`config.mk`:
```
export PLATFORM = sky130hd
export DESIGN_NAME = gray_monitor
export DESIGN_NICKNAME = d
export VERILOG_FILES = /design/src/rtl/gray_pkg.sv /design/src/rtl/gray2bin.sv /design/src/rtl/gray_monitor.sv
export SDC_FILE = /design/constraint.sdc
export NUM_CORES = 1
export LEC_CHECK = 0
export CORE_ASPECT_RATIO = 2
export CORE_UTILIZATION = 25
export CTS_CLUSTER_DIAMETER = 60
export DETAILED_ROUTE_END_ITERATION = 8
export GPL_TIMING_DRIVEN = 0
export PLACE_DENSITY_LB_ADDON = 0.15
export SLEW_MARGIN = 40
export SYNTH_ARGS = -nofsm -noshare
export SYNTH_HDL_FRONTEND = slang
export SYNTH_SLANG_ARGS = --single-unit
```
`constraint.sdc`:
```
create_clock -name Clk -period 3 [get_ports Clk]
set_input_delay 0.45 -clock Clk [delete_from_list [all_inputs] [get_ports Clk]]
set_output_delay 0.45 -clock Clk [all_outputs]
set_load 0.01 [all_outputs]
```
`src/rtl/gray_pkg.sv`:
```
// Shared definitions for the gray counter monitor slice.
package gray_pkg;

    localparam int GRAY_W    = 3;
    localparam int ERR_CNT_W = 4;

    typedef enum logic [1:0] {
        ST_IDLE  = 2'd0,
        ST_TRACK = 2'd1,
        ST_FAULT = 2'd2
    } state_t;

endpackage

```
`src/rtl/gray2bin.sv`:
```
// Combinational gray-to-binary decoder of arbitrary width.
module gray2bin #(
    parameter int W = 3
) (
    input  logic [W-1:0] gray_i,
    output logic [W-1:0] bin_o
);

    // Each binary bit is the XOR of all gray bits at or above it.
    always_comb begin
        logic acc;
        acc   = 1'b0;
        bin_o = '0;
        for (int i = W - 1; i >= 0; i--) begin
            acc      = acc ^ gray_i[i];
            bin_o[i] = acc;
        end
    end

endmodule

```
`src/rtl/gray_monitor.sv`:
```
// Legality monitor for the upstream 3-bit gray counter.
//
//   state    | meaning
//   ---------+-----------------------------------------------------
//   ST_IDLE  | no reference yet; next Valid captures one
//   ST_TRACK | checking each Valid sample against the reference
//   ST_FAULT | error limit reached; everything frozen until Clear
module gray_monitor
    import gray_pkg::*;
#(
    parameter int WRAP_W    = 8,
    parameter int ERR_LIMIT = 3
) (
    input  logic                     Clk,
    input  logic                     Reset,
    input  logic                     Valid,
    input  logic [GRAY_W-1:0]        GrayIn,
    input  logic                     OverflowIn,
    input  logic                     Clear,
    output logic [GRAY_W-1:0]        BinOut,
    output logic [WRAP_W+GRAY_W-1:0] Count,
    output logic                     WrapPulse,
    output logic                     ErrPulse,
    output logic [ERR_CNT_W-1:0]     ErrCnt,
    output logic                     Fault
);

    localparam logic [ERR_CNT_W-1:0] ERR_LIMIT_C = ERR_CNT_W'(ERR_LIMIT);
    localparam logic [ERR_CNT_W-1:0] ERR_SAT     = '1;
    localparam logic [GRAY_W-1:0]    BIN_MAX     = '1;

    state_t                 state_q, state_d;
    logic [GRAY_W-1:0]      bin_q, bin_d;
    logic [WRAP_W-1:0]      wrap_q, wrap_d;
    logic [ERR_CNT_W-1:0]   err_cnt_q, err_cnt_d;
    logic                   wrap_pulse_q, wrap_pulse_d;
    logic                   err_pulse_q, err_pulse_d;

    logic [GRAY_W-1:0]      gray_bin;
    logic [GRAY_W-1:0]      bin_inc;
    logic [ERR_CNT_W-1:0]   err_cnt_inc;

    gray2bin #(.W(GRAY_W)) u_gray2bin (
        .gray_i (GrayIn),
        .bin_o  (gray_bin)
    );

    assign bin_inc     = bin_q + GRAY_W'(1);
    assign err_cnt_inc = (err_cnt_q == ERR_SAT) ? err_cnt_q : err_cnt_q + ERR_CNT_W'(1);

    // Next-state: capture, classify each transition, count errors, freeze on fault.
    always_comb begin
        state_d      = state_q;
        bin_d        = bin_q;
        wrap_d       = wrap_q;
        err_cnt_d    = err_cnt_q;
        wrap_pulse_d = 1'b0;
        err_pulse_d  = 1'b0;
        if (Clear) begin
            state_d   = ST_IDLE;
            bin_d     = '0;
            wrap_d    = '0;
            err_cnt_d = '0;
        end else begin
            case (state_q)
                ST_IDLE: begin
                    if (Valid) begin
                        bin_d   = gray_bin;
                        state_d = ST_TRACK;
                    end
                end
                ST_TRACK: begin
                    // A repeated code is a hold and is never judged.
                    if (Valid && (gray_bin != bin_q)) begin
                        if ((bin_q != BIN_MAX) && (gray_bin == bin_inc) && !OverflowIn) begin
                            bin_d = gray_bin;
                        end else if ((bin_q == BIN_MAX) && (gray_bin == '0) && OverflowIn) begin
                            bin_d        = '0;
                            wrap_d       = wrap_q + WRAP_W'(1);
                            wrap_pulse_d = 1'b1;
                        end else begin
                            // Resync to whatever arrived so one glitch costs one error.
                            bin_d       = gray_bin;
                            err_pulse_d = 1'b1;
                            err_cnt_d   = err_cnt_inc;
                            if (err_cnt_inc >= ERR_LIMIT_C) begin
                                state_d = ST_FAULT;
                            end
                        end
                    end
                end
                ST_FAULT: begin
                end
                default: begin
                    state_d = ST_IDLE;
                end
            endcase
        end
    end

    // State registers with asynchronous active-low reset.
    always_ff @(posedge Clk or negedge Reset) begin
        if (!Reset) begin
            state_q      <= ST_IDLE;
            bin_q        <= '0;
            wrap_q       <= '0;
            err_cnt_q    <= '0;
            wrap_pulse_q <= 1'b0;
            err_pulse_q  <= 1'b0;
        end else begin
            state_q      <= state_d;
            bin_q        <= bin_d;
            wrap_q       <= wrap_d;
            err_cnt_q    <= err_cnt_d;
            wrap_pulse_q <= wrap_pulse_d;
            err_pulse_q  <= err_pulse_d;
        end
    end

    assign BinOut    = bin_q;
    assign Count     = {wrap_q, bin_q};
    assign WrapPulse = wrap_pulse_q;
    assign ErrPulse  = err_pulse_q;
    assign ErrCnt    = err_cnt_q;
    assign Fault     = (state_q == ST_FAULT);

endmodule

```
## Word-level counts from Yosys, hierarchy flattened

Index checks and enable logic that the tools add are counted.

| storage, ports and cells | value |
|---|---|
| bits in registers | 19 |
| bits of input ports | 8 |
| output and inout port bits | 21 |
| word-level logic and storage cells | 77 |

| operators by class | value |
|---|---|
| equal/unequal tests | 15 |
| magnitude comparators | 1 |
| multiplexer cells | 34 |
| bitwise gates (word level) | 2 |
| add/subtract/negate cells | 3 |
| reductions and logical operators | 16 |

Operators by type and width:

| operator | count |
|---|---|
| $mux W8 | 5 |
| $mux W4 | 6 |
| $ne A3 B3 Y1 const B | 6 |
| $mux W3 | 5 |
| $mux W2 | 6 |
| $mux W1 | 10 |
| $add A8 B1 Y8 const B | 1 |
| $reduce_and A4 Y1 | 2 |
| $ne A2 B2 Y1 const B | 3 |
| $pmux W2 S3 | 1 |
| $pmux W3 S2 | 1 |
| $reduce_and A6 Y1 | 1 |
| $reduce_bool A2 Y1 | 3 |
| $logic_and A1 B1 Y1 | 5 |
| $add A4 B1 Y4 const B | 1 |
| $eq A4 B4 Y1 const B | 1 |
| $ge A4 B2 Y1 const B | 1 |
| $add A3 B1 Y3 const B | 1 |
| $eq A3 B3 Y1 | 1 |
| $eq A3 B3 Y1 const B | 1 |
| $logic_not A3 Y1 | 1 |
| $ne A3 B3 Y1 | 1 |
| $reduce_and A3 Y1 | 1 |
| $reduce_bool A3 Y1 | 1 |
| 5 further kinds | 6 |

## Logic depth before layout (Yosys ltp)

| logic depth | value |
|---|---|
| depth after elaboration | 10 |
| mapped depth | 8 |
| gate-level depth less buffers | 7 |

## Modules after synthesis

From an unflattened synthesis, not the netlist that was laid out.

| unflattened totals | value |
|---|---|
| cells, all modules | 120 |
| area, all modules | 1,179.9 µm² |

By module, submodules not included:

| module | seq. area each (µm²) | cells each | times used | area an instance (µm²) |
|---|---|---|---|---|
| gray_monitor | 475.5 | 117 | 1 | 1,139.8 |
| gray2bin | 0.0 | 3 | 1 | 40.0 |

## Least setup slack after synthesis

No wires, ideal clock.

| timing path | value |
|---|---|
| kind | input to register |
| from | input port GrayIn[2] |
| to | register err_cnt_q[3] (netlist: ErrCnt[3]) |
| path buffers | 1 |
| data required time | 2.901 ns |
| setup slack | 0.483 ns |
| data arrival time | 2.417 ns |
| stages | 8 |
| setup time | 0.099 ns |
| cells stage by stage | buf_2 -> xnor2_1 -> ha_1 -> xnor2_1 -> o41ai_1 -> a211oi_2 -> a41oi_1 -> a311oi_1 |

| on the way | value |
|---|---|
| word-level cells in the longest chain between the ends | 7 |
| elaborated cells on any way between the ends | 14 |
| those cells by class | 4 x eq/ne; 2 x bitwise; 8 x reduce/logical |

Ends and longest elaborated chain:

| element | RTL line | RTL |
|---|---|---|
| from (decl) | gray_monitor.sv:17 | `input logic [GRAY_W-1:0] GrayIn,` |
| $xor A1 B1 Y1 (2 in series) | gray2bin.sv:15 | `acc = acc ^ gray_i[i];` |
| $eq A3 B3 Y1 or $logic_not A3 Y1 (tied branches) | gray_monitor.sv:75, gray_monitor.sv:77 |  |
| $logic_and A1 B1 Y1, on equally long branches (2 in series) | gray_monitor.sv:75, gray_monitor.sv:77 |  |
| $ne A2 B2 Y1 (no source line) | n/a |  |
| $reduce_and A4 Y1 (no source line) * | n/a |  |
| to (signal assigned) | gray_monitor.sv:114 | `err_cnt_q <= err_cnt_d;` |
| to (decl) | gray_monitor.sv:35 | `logic [ERR_CNT_W-1:0] err_cnt_q, err_cnt_d;` |

Mark *: on every way between the ends. The rest lies on a longest branch, timed or not.
A chain may end at the register's enable or synchronous reset.

## Worst setup path after layout

| timing path | value |
|---|---|
| from | input port GrayIn[1] |
| to | register err_cnt_q[3] (netlist: ErrCnt[3]) |

| on the way | value |
|---|---|
| word-level cells in the longest chain between the ends | 7 |
| elaborated cells on any way between the ends | 14 |
| those cells by class | 4 x eq/ne; 2 x bitwise; 8 x reduce/logical |

Ends and longest elaborated chain:

| element | RTL line |
|---|---|
| $xor A1 B1 Y1 * | gray2bin.sv:15 |
| $xor A1 B1 Y1 | gray2bin.sv:15 |
| $eq A3 B3 Y1 or $logic_not A3 Y1 (tied branches) | gray_monitor.sv:75, gray_monitor.sv:77 |
| $logic_and A1 B1 Y1, on equally long branches (2 in series) | gray_monitor.sv:75, gray_monitor.sv:77 |
| $ne A2 B2 Y1 (no source line) | n/a |
| $reduce_and A4 Y1 (no source line) * | n/a |

Marks and branches as above.

==> results by stage <==
Critical path:
- The critical path is of the in -> reg type.
- STA classifies the critical path endpoint as a flop.
- The setup slack on the worst flop-to-flop path is 0.65 ns.
- The data required time of the worst path is around 3.2 ns.
- Data on the critical path arrives at its endpoint at about 2.9 ns.
- The category of the worst setup path launch point is an input port.
- The maximum fanout along the worst path is 6.
- The worst register-to-register path begins at BinOut[0]$_DFFE_PN0P_.
- The launch point of the critical path is GrayIn[1].

Yosys:
- In the post-synthesis netlist, the biggest area contributors are sky130_fd_sc_hd__dfrtp_1, sky130_fd_sc_hd__ha_1, sky130_fd_sc_hd__a21oi_1, sky130_fd_sc_hd__nor2_1, sky130_fd_sc_hd__mux2i_1.
- Summing the sequential cell areas from Yosys gives 39.7% of the chip area.
- The post-synthesis cell type count is 43.
- The number of synthesized register bits is 19.
- Yosys instantiated no cell more often than sky130_fd_sc_hd__dfrtp_1.
- Summed over all instances, the cell type with the most area after synthesis is sky130_fd_sc_hd__dfrtp_1.
- The number of warning messages in the yosys log is 0.
- The synthesized net count is 131.
- The commonest cells after synthesis are sky130_fd_sc_hd__dfrtp_1, sky130_fd_sc_hd__nor2_1, sky130_fd_sc_hd__a21oi_1.
- The prevailing post-synth register cell is sky130_fd_sc_hd__dfrtp_1.
- The synthesized netlist occupies a cell area of 1200 um^2.
- The mean area per synthesized cell is 10.1 um^2.
- The number of synthesized flops with an enable pin is 0.
- Synthesis produced roughly 120 cells.
- The top cell type's share of synthesized area is 39.7%.
- The post-synthesis async set-or-reset flop share is 100%.

STA:
- The tightest hold path in the finished design has a slack of 0.135 ns.
- For the pin with the worst max-slew slack, the measured transition is 0.519 ns.
- Setup violations remaining at the end of the flow were counted as 0.
- The maximum operating frequency is 360 MHz.
- The normalized max-slew margin is 64.5%.
- The number of max-slew violations in the final report is 0.
- In the finished design, the share of the clock period the worst path needs comes to between 90% and 100%.
- The clock arrives with 0.00209 ns of skew.
- Setup repair after global routing left no endpoint under its margin.
- The final-report hold violation count is 0.
- The minimum clock period is between 2 and 3 ns.

Power and ir drop:
- The cell-internal power is 0.430 mW.
- The fraction of power consumed by sequential logic is ~47%.
- For this design the static power due to leakage is 0.665 nW.
- The maximum vdd drop is 0.207 mV.
- The share of power burned in the clock network is 30.6%.
- For this design the ratio of total power to cell area is approximately 360 nW/um^2.
- In this run switching power makes up 26.9% of total power.
- The total power is 0.588 mW.
- Per report_power, the combinational group accounts for 22.7% of the total.
- In this run the power spent charging and discharging nets is between 0.15 and 0.2 mW.

Cells and area:
- Cells with a size suffix above 1 make up 16.4% of the layout.
- The area of all placed cells without fillers is 1630 um^2.
- In the final design database the tool counted roughly 170 nets.
- The count of inserted antenna diode cells is 0.
- Summing all multi-input logic gate instances after layout gives between 600 and 700 um^2.
- The area overhead of the layout relative to synthesis is 35.7%.
- The count of filler cells inserted in the layout is roughly 510.
- The flip-flop and latch area is 475 um^2.

Floorplanning:
- The chip height is 99.9 um.
- The boundary pin count is 29.
- The area of the die is between 5000 and 6000 um^2.
- For this configuration, the core starts out at a cell density of 26.0%.
- The die width is 50.9 um.
- The placement row count is 35.
- The core area is 4600 um^2.

Detailed routing:
- In the routed design, unresolved DRC markers number 0.
- The first routing iteration left 7 violations.
- After detailed routing, the number of vias per cell comes to between 4 and 5.
- The routed layout has 1,010 vias.
- The wire length per cell after detailed routing is around 14 um.
- The final wirelength is 2910 um.
- For this run, the detailed router's first-pass iteration total came to 3.
- Once detail routing completed, the nets flagged for antenna violations numbered 0.

Clocking:
- The clock tree from TritonCTS is done.
- The number of clock sinks is 19.
- The number of buffers on the longest clock path is 2.
- Clock-pin slew was measured on the worst setup and hold paths at 0.07 ns.
- The clock latency on the worst-skew pair is around 0.25 ns.
- Counting the buffers created by CTS gives 3.
- The number of hold buffers added after CTS was 0.
- CTS built an H-tree with a depth of 1.
- The cell sitting at the root of the clock tree is a sky130_fd_sc_hd__clkbuf_8.

Min path:
- The min-delay analysis places its worst path in the category in -> async.

Global route:
- The maximum number of pins on one net before global-route repair is 20.
- The met3 usage in global routing is 1.52%.
- The met1 usage is 12.4%.
- The number of antenna violations at the first check in global routing is 0.
- The met2 track demand over resource is 25.5%.
- The first global-routing pass estimated 4990 um of wire.
- The number of global-route vias before repair is 1,120.
- Global routing used 12.9% of the available tracks.
- The total global routing overflow is 0.
- After global routing, the most crowded layer is met2.

Run:
- The number of max-cap violations is 0.

Status:
- The flow ran to the end, and the final reports show no timing, DRC or antenna violations.

Placement:
- After detailed placement, the total cell area comes to 1530 um^2.
- The congestion estimate from routability-driven global placement came to 0.729.
- After legalization and detailed placement, the total HPWL measured 2170 um.
- The count of port buffers added during placement is 27.
[critical path, cell delays in order]
cell and delay (ns):
sky130_fd_sc_hd__clkdlybuf4s50_1 0.51, sky130_fd_sc_hd__xnor2_1 0.29, sky130_fd_sc_hd__ha_1 0.35, sky130_fd_sc_hd__xnor2_4 0.30
sky130_fd_sc_hd__o41ai_2 0.16, sky130_fd_sc_hd__a211oi_2 0.41, sky130_fd_sc_hd__a41oi_1 0.17, sky130_fd_sc_hd__a311oi_1 0.29
[cell type report]
class,instances,share of cell area [%]
Sequential cell,19,29.3
Buffer,7,2.85
Clock buffer,4,2.77
Timing Repair Buffer,30,17.7
Tap cell,55,4.23
Inverter,5,1.15
Multi-Input combinational cell,87,42.0
[layout by cell type, fill, tap and decap left out, drive strengths merged, types with 3 or more instances in the layout]
cell / Yosys / layout
o41ai: 3 / 3
inv: 5 / 5
o21ai: 3 / 3
nand4b: 3 / 3
a21oi: 9 / 9
nand3: 4 / 4
nand2b: 4 / 4
ha: 5 / 5
nand2: 6 / 6
nor2b: 3 / 3
clkdlybuf4s50: 0 / 26
mux2i: 4 / 4
dfrtp: 19 / 19
nor2: 10 / 10
xnor2: 4 / 4
clkbuf: 2 / 6
buf: 5 / 9
and2: 3 / 3
[power by group through the flow]
| stage | combinational [mW] | sequential [mW] | clock, mW |
|---|---|---|---|
| finish | 0.133 | 0.275 | 0.180 |
| global route | 0.146 | 0.276 | 0.199 |
| CTS | 0.129 | 0.275 | 0.189 |
| detailed placement | 0.120 | 0.279 | 0 |
| global placement | 0.121 | 0.279 | 0 |
| floorplan | 0.0722 | 0.279 | 0 |
[what timing repair did]
item,4_1_cts,5_1_grt
resized for setup,1,2
endpoints found under the setup margin,4,4
buffers inserted,3,0
hold endpoints to repair,0,0
pin swaps,1,0
[stage by stage]
stage                     std cells  util (%)  worst slack [ns]  setup TNS (ns)
after floorplan                 118         -             0.483               0
after global placement          200      33.4            -0.365           -1.48
after detailed placement        200      33.3            -0.465           -1.76
after CTS                       207      34.9            0.0445               0
after global routing            207      35.3            0.0639               0
final                           207      35.3             0.223               0
[flip-flops by register name (all words and copies together) (netlist names)]
| name | count |
|---|---|
| ErrCnt | 4 |
| state_q | 2 |
| wrap_q | 8 |
| BinOut | 3 |
| WrapPulse | 1 |
| ErrPulse | 1 |
[worst paths after layout]
path                                               end  cells after the start
worst max-delay path             ErrCnt[3]$_DFFE_PN0P_                      8
worst min-delay path             ErrCnt[2]$_DFFE_PN0P_                      1
worst max register to register   ErrCnt[3]$_DFFE_PN0P_                      6
worst min register to register  state_q[0]$_DFFE_PN0P_                      1
max in group asynchronous       state_q[1]$_DFFE_PN0P_                      1
min in group Clk                state_q[0]$_DFFE_PN0P_                      1
[layer usage]
layer / wire length (um) / share of wire, %
met5: 0 / 0
met4: 38 / 1.3
met3: 87 / 3.0
met2: 1690 / 58
met1: 1090 / 37
[kinds of logic after synthesis]
group | share of synthesized area, %
muxes | 4.60
adders and majority gates | 5.22
AOI/OAI and AO/OA | 16.3
and+or+nand+nor | 21.4
xor gates and xnor gates | 7.32
buffers and inverters | 5.43
DFF | 39.7
Power figures use the tool's default switching activity.
==> variant (config.mk and constraints unchanged) <==
Register the outputs `Count` and `Fault`, cleared by the reset; this adds one clock of latency there. The other outputs are not delayed to match.
--- a/src/rtl/gray_monitor.sv
+++ b/src/rtl/gray_monitor.sv
@@ -118,11 +118,18 @@
     end
 
     assign BinOut    = bin_q;
-    assign Count     = {wrap_q, bin_q};
     assign WrapPulse = wrap_pulse_q;
     assign ErrPulse  = err_pulse_q;
     assign ErrCnt    = err_cnt_q;
-    assign Fault     = (state_q == ST_FAULT);
+    always_ff @(posedge Clk or negedge Reset) begin
+        if (!Reset) begin
+            Count <= '0;
+            Fault <= '0;
+        end else begin
+            Count <= {wrap_q, bin_q};
+            Fault <= (state_q == ST_FAULT);
+        end
+    end
 
 endmodule
 
Check against the original RTL: not equivalent (Yosys sat finds a counterexample within 4 cycles, from zero or initial values and one cycle with Reset low).
==> variant against the original RTL <==
Setup slack better by 0.33 ns; cell count up 10%; the run now ends with DRC left; combinational power is 4% lower; total power increased by 96%; via count rose by 11%; sequential cell count grew 12; sequential power up 60%; routed wire length is 17% higher; final area is 24% higher; count of clock-buffer cells in the layout rose by 2; non-clock buffer count decreased by 7; synthesized area is 26% higher; clock power rose to 3.3 times the old value.
==> variant: results (changes against the original RTL) <==
| Metric | Value |
|---|---|
| Status | `finished with violations` |
| Failing checks | `DRC` |
| Switching share of power | `22.0% (-4.8 points)` |
| H-Tree Depth | `2 (+1)` |
| Clock root cell | `clkbuf_16` |
| Sequential portion of the cell area | `38.4% (+9.2 points)` |
| Largest register by flop count | `Count` |
| Commonest cells in the netlist | `31 x dfrtp_1, 20 x nor2_1, 6 x nor2b_1` |
| Lkg Pwr | `0.919 nW (+38%)` |
| Power in sequential cells | `441 uW (+60%)` |
| Register Area | `776 um^2 (+63%)` |
| Dominant cells by area after synthesis | `dfrtp_1 51%, nor2_1 5.0%, ha_1 4.1%` |
| Seq_cells | `31 (+12)` |
| CP Max Fanout | `9 (+3)` |
| Post-synthesis adder-cell area fraction | `4.14% (-1.1 points)` |
| R2R Setup Slk | `0.83 ns (+0.18 ns)` |
| Largest net degree at the start of global routing | `32 (+60%)` |
| Proportion of layout cells with a drive suffix above 1 | `13.2% (-3.3 points)` |
| WHS | `0.210 ns (+0.0742 ns)` |
| DR iter-0 viols | `39 (+32)` |
| Pre-CTS setup slack | `0.278 ns (+0.743 ns)` |
| CTS buffer count | `5 (+2)` |
| Later-pin clock latency in the skew report | `0.27 ns (+0.02 ns)` |
| Nonclk buf count | `30 (-19%)` |
| Drt wl/cell | `14.9 um (+6.2%)` |
| CP arrival | `2.65 ns (-0.28 ns)` |
| Crit path setup slack, layout | `0.549 ns (+0.326 ns)` |
| Post-CTS setup buffers | `0 (-3)` |
| Post-synthesis mux area share | `5.05% (+0.45 points)` |
| Synth Area per Inst | `11.4 um^2 (+12%)` |
| Sequential share of the synthesized area | `51.3% (+12 points)` |
| Netlist cell types | `41 (-4.7%)` |
| Non-CTS inverters | `3 (-2)` |
| Reg power frac | `38.1% (-8.6 points)` |
| Dpl cell area | `1840 um^2 (+20%)` |
| DP Cell Count | `220 (+10%)` |
| Buffers added on ports | `26 (-3.7%)` |
| Actual slew at the worst max-slew pin | `0.678 ns (+0.159 ns)` |
| Clock buffers and inverters, area share | `8.62% (+5.8 points)` |
| Final WL | `3.40 mm (+17%)` |
| Clock skew | `0.00402 ns (+0.00192 ns)` |
| Cts repair resizes | `0 (-1)` |
| NumNets Final | `179 (+7.8%)` |
| # DRC | `6 (+6)` |
| Syn_nets | `146 (+11%)` |
| Drt pass-1 iters | `6 (+3)` |
| Multi-In Gates | `95 (+9.2%)` |
| DP HPWL | `2.48 mm (+14%)` |
| Total global-route track usage | `11.8% (-1.0 points)` |
| Max reg flops | `11 (+3)` |
| Clock group | `586 uW (+230%)` |
-- variant: per-layer routing --
| layer | vias to the layer above | share of wire, % | global-route usage, % |
|---|---|---|---|
| met3 | 6 | 4.0 | 2.56 |
| met2 | 29 | 56 | 21.2 |
| met5 | - | 0 | 0 |
| li1 | 532 | - | - |
| met1 | 550 | 38 | 12.4 |
| met4 | 0 | 2.2 | 6.34 |
-- variant: path summary, 6_finish.rpt --
check                      startpoint         to  depth (start not counted)
min in group Clk            wrap_q[5]   Count[8]                          0
max                         GrayIn[1]  ErrCnt[1]                          8
max in group asynchronous       Reset  BinOut[1]                          1
min                             Reset   Count[8]                          1
min reg2reg                 wrap_q[5]   Count[8]                          0
max reg2reg                 BinOut[0]  wrap_q[4]                          7
-- variant: critical path, cell delays in order --
cell,delay [ns]
clkdlybuf4s50_1,0.54
xnor2_1,0.17
ha_1,0.32
xor2_2,0.37
nand4_1,0.21
o2111a_2,0.28
and2_4,0.17
o21ai_2,0.13
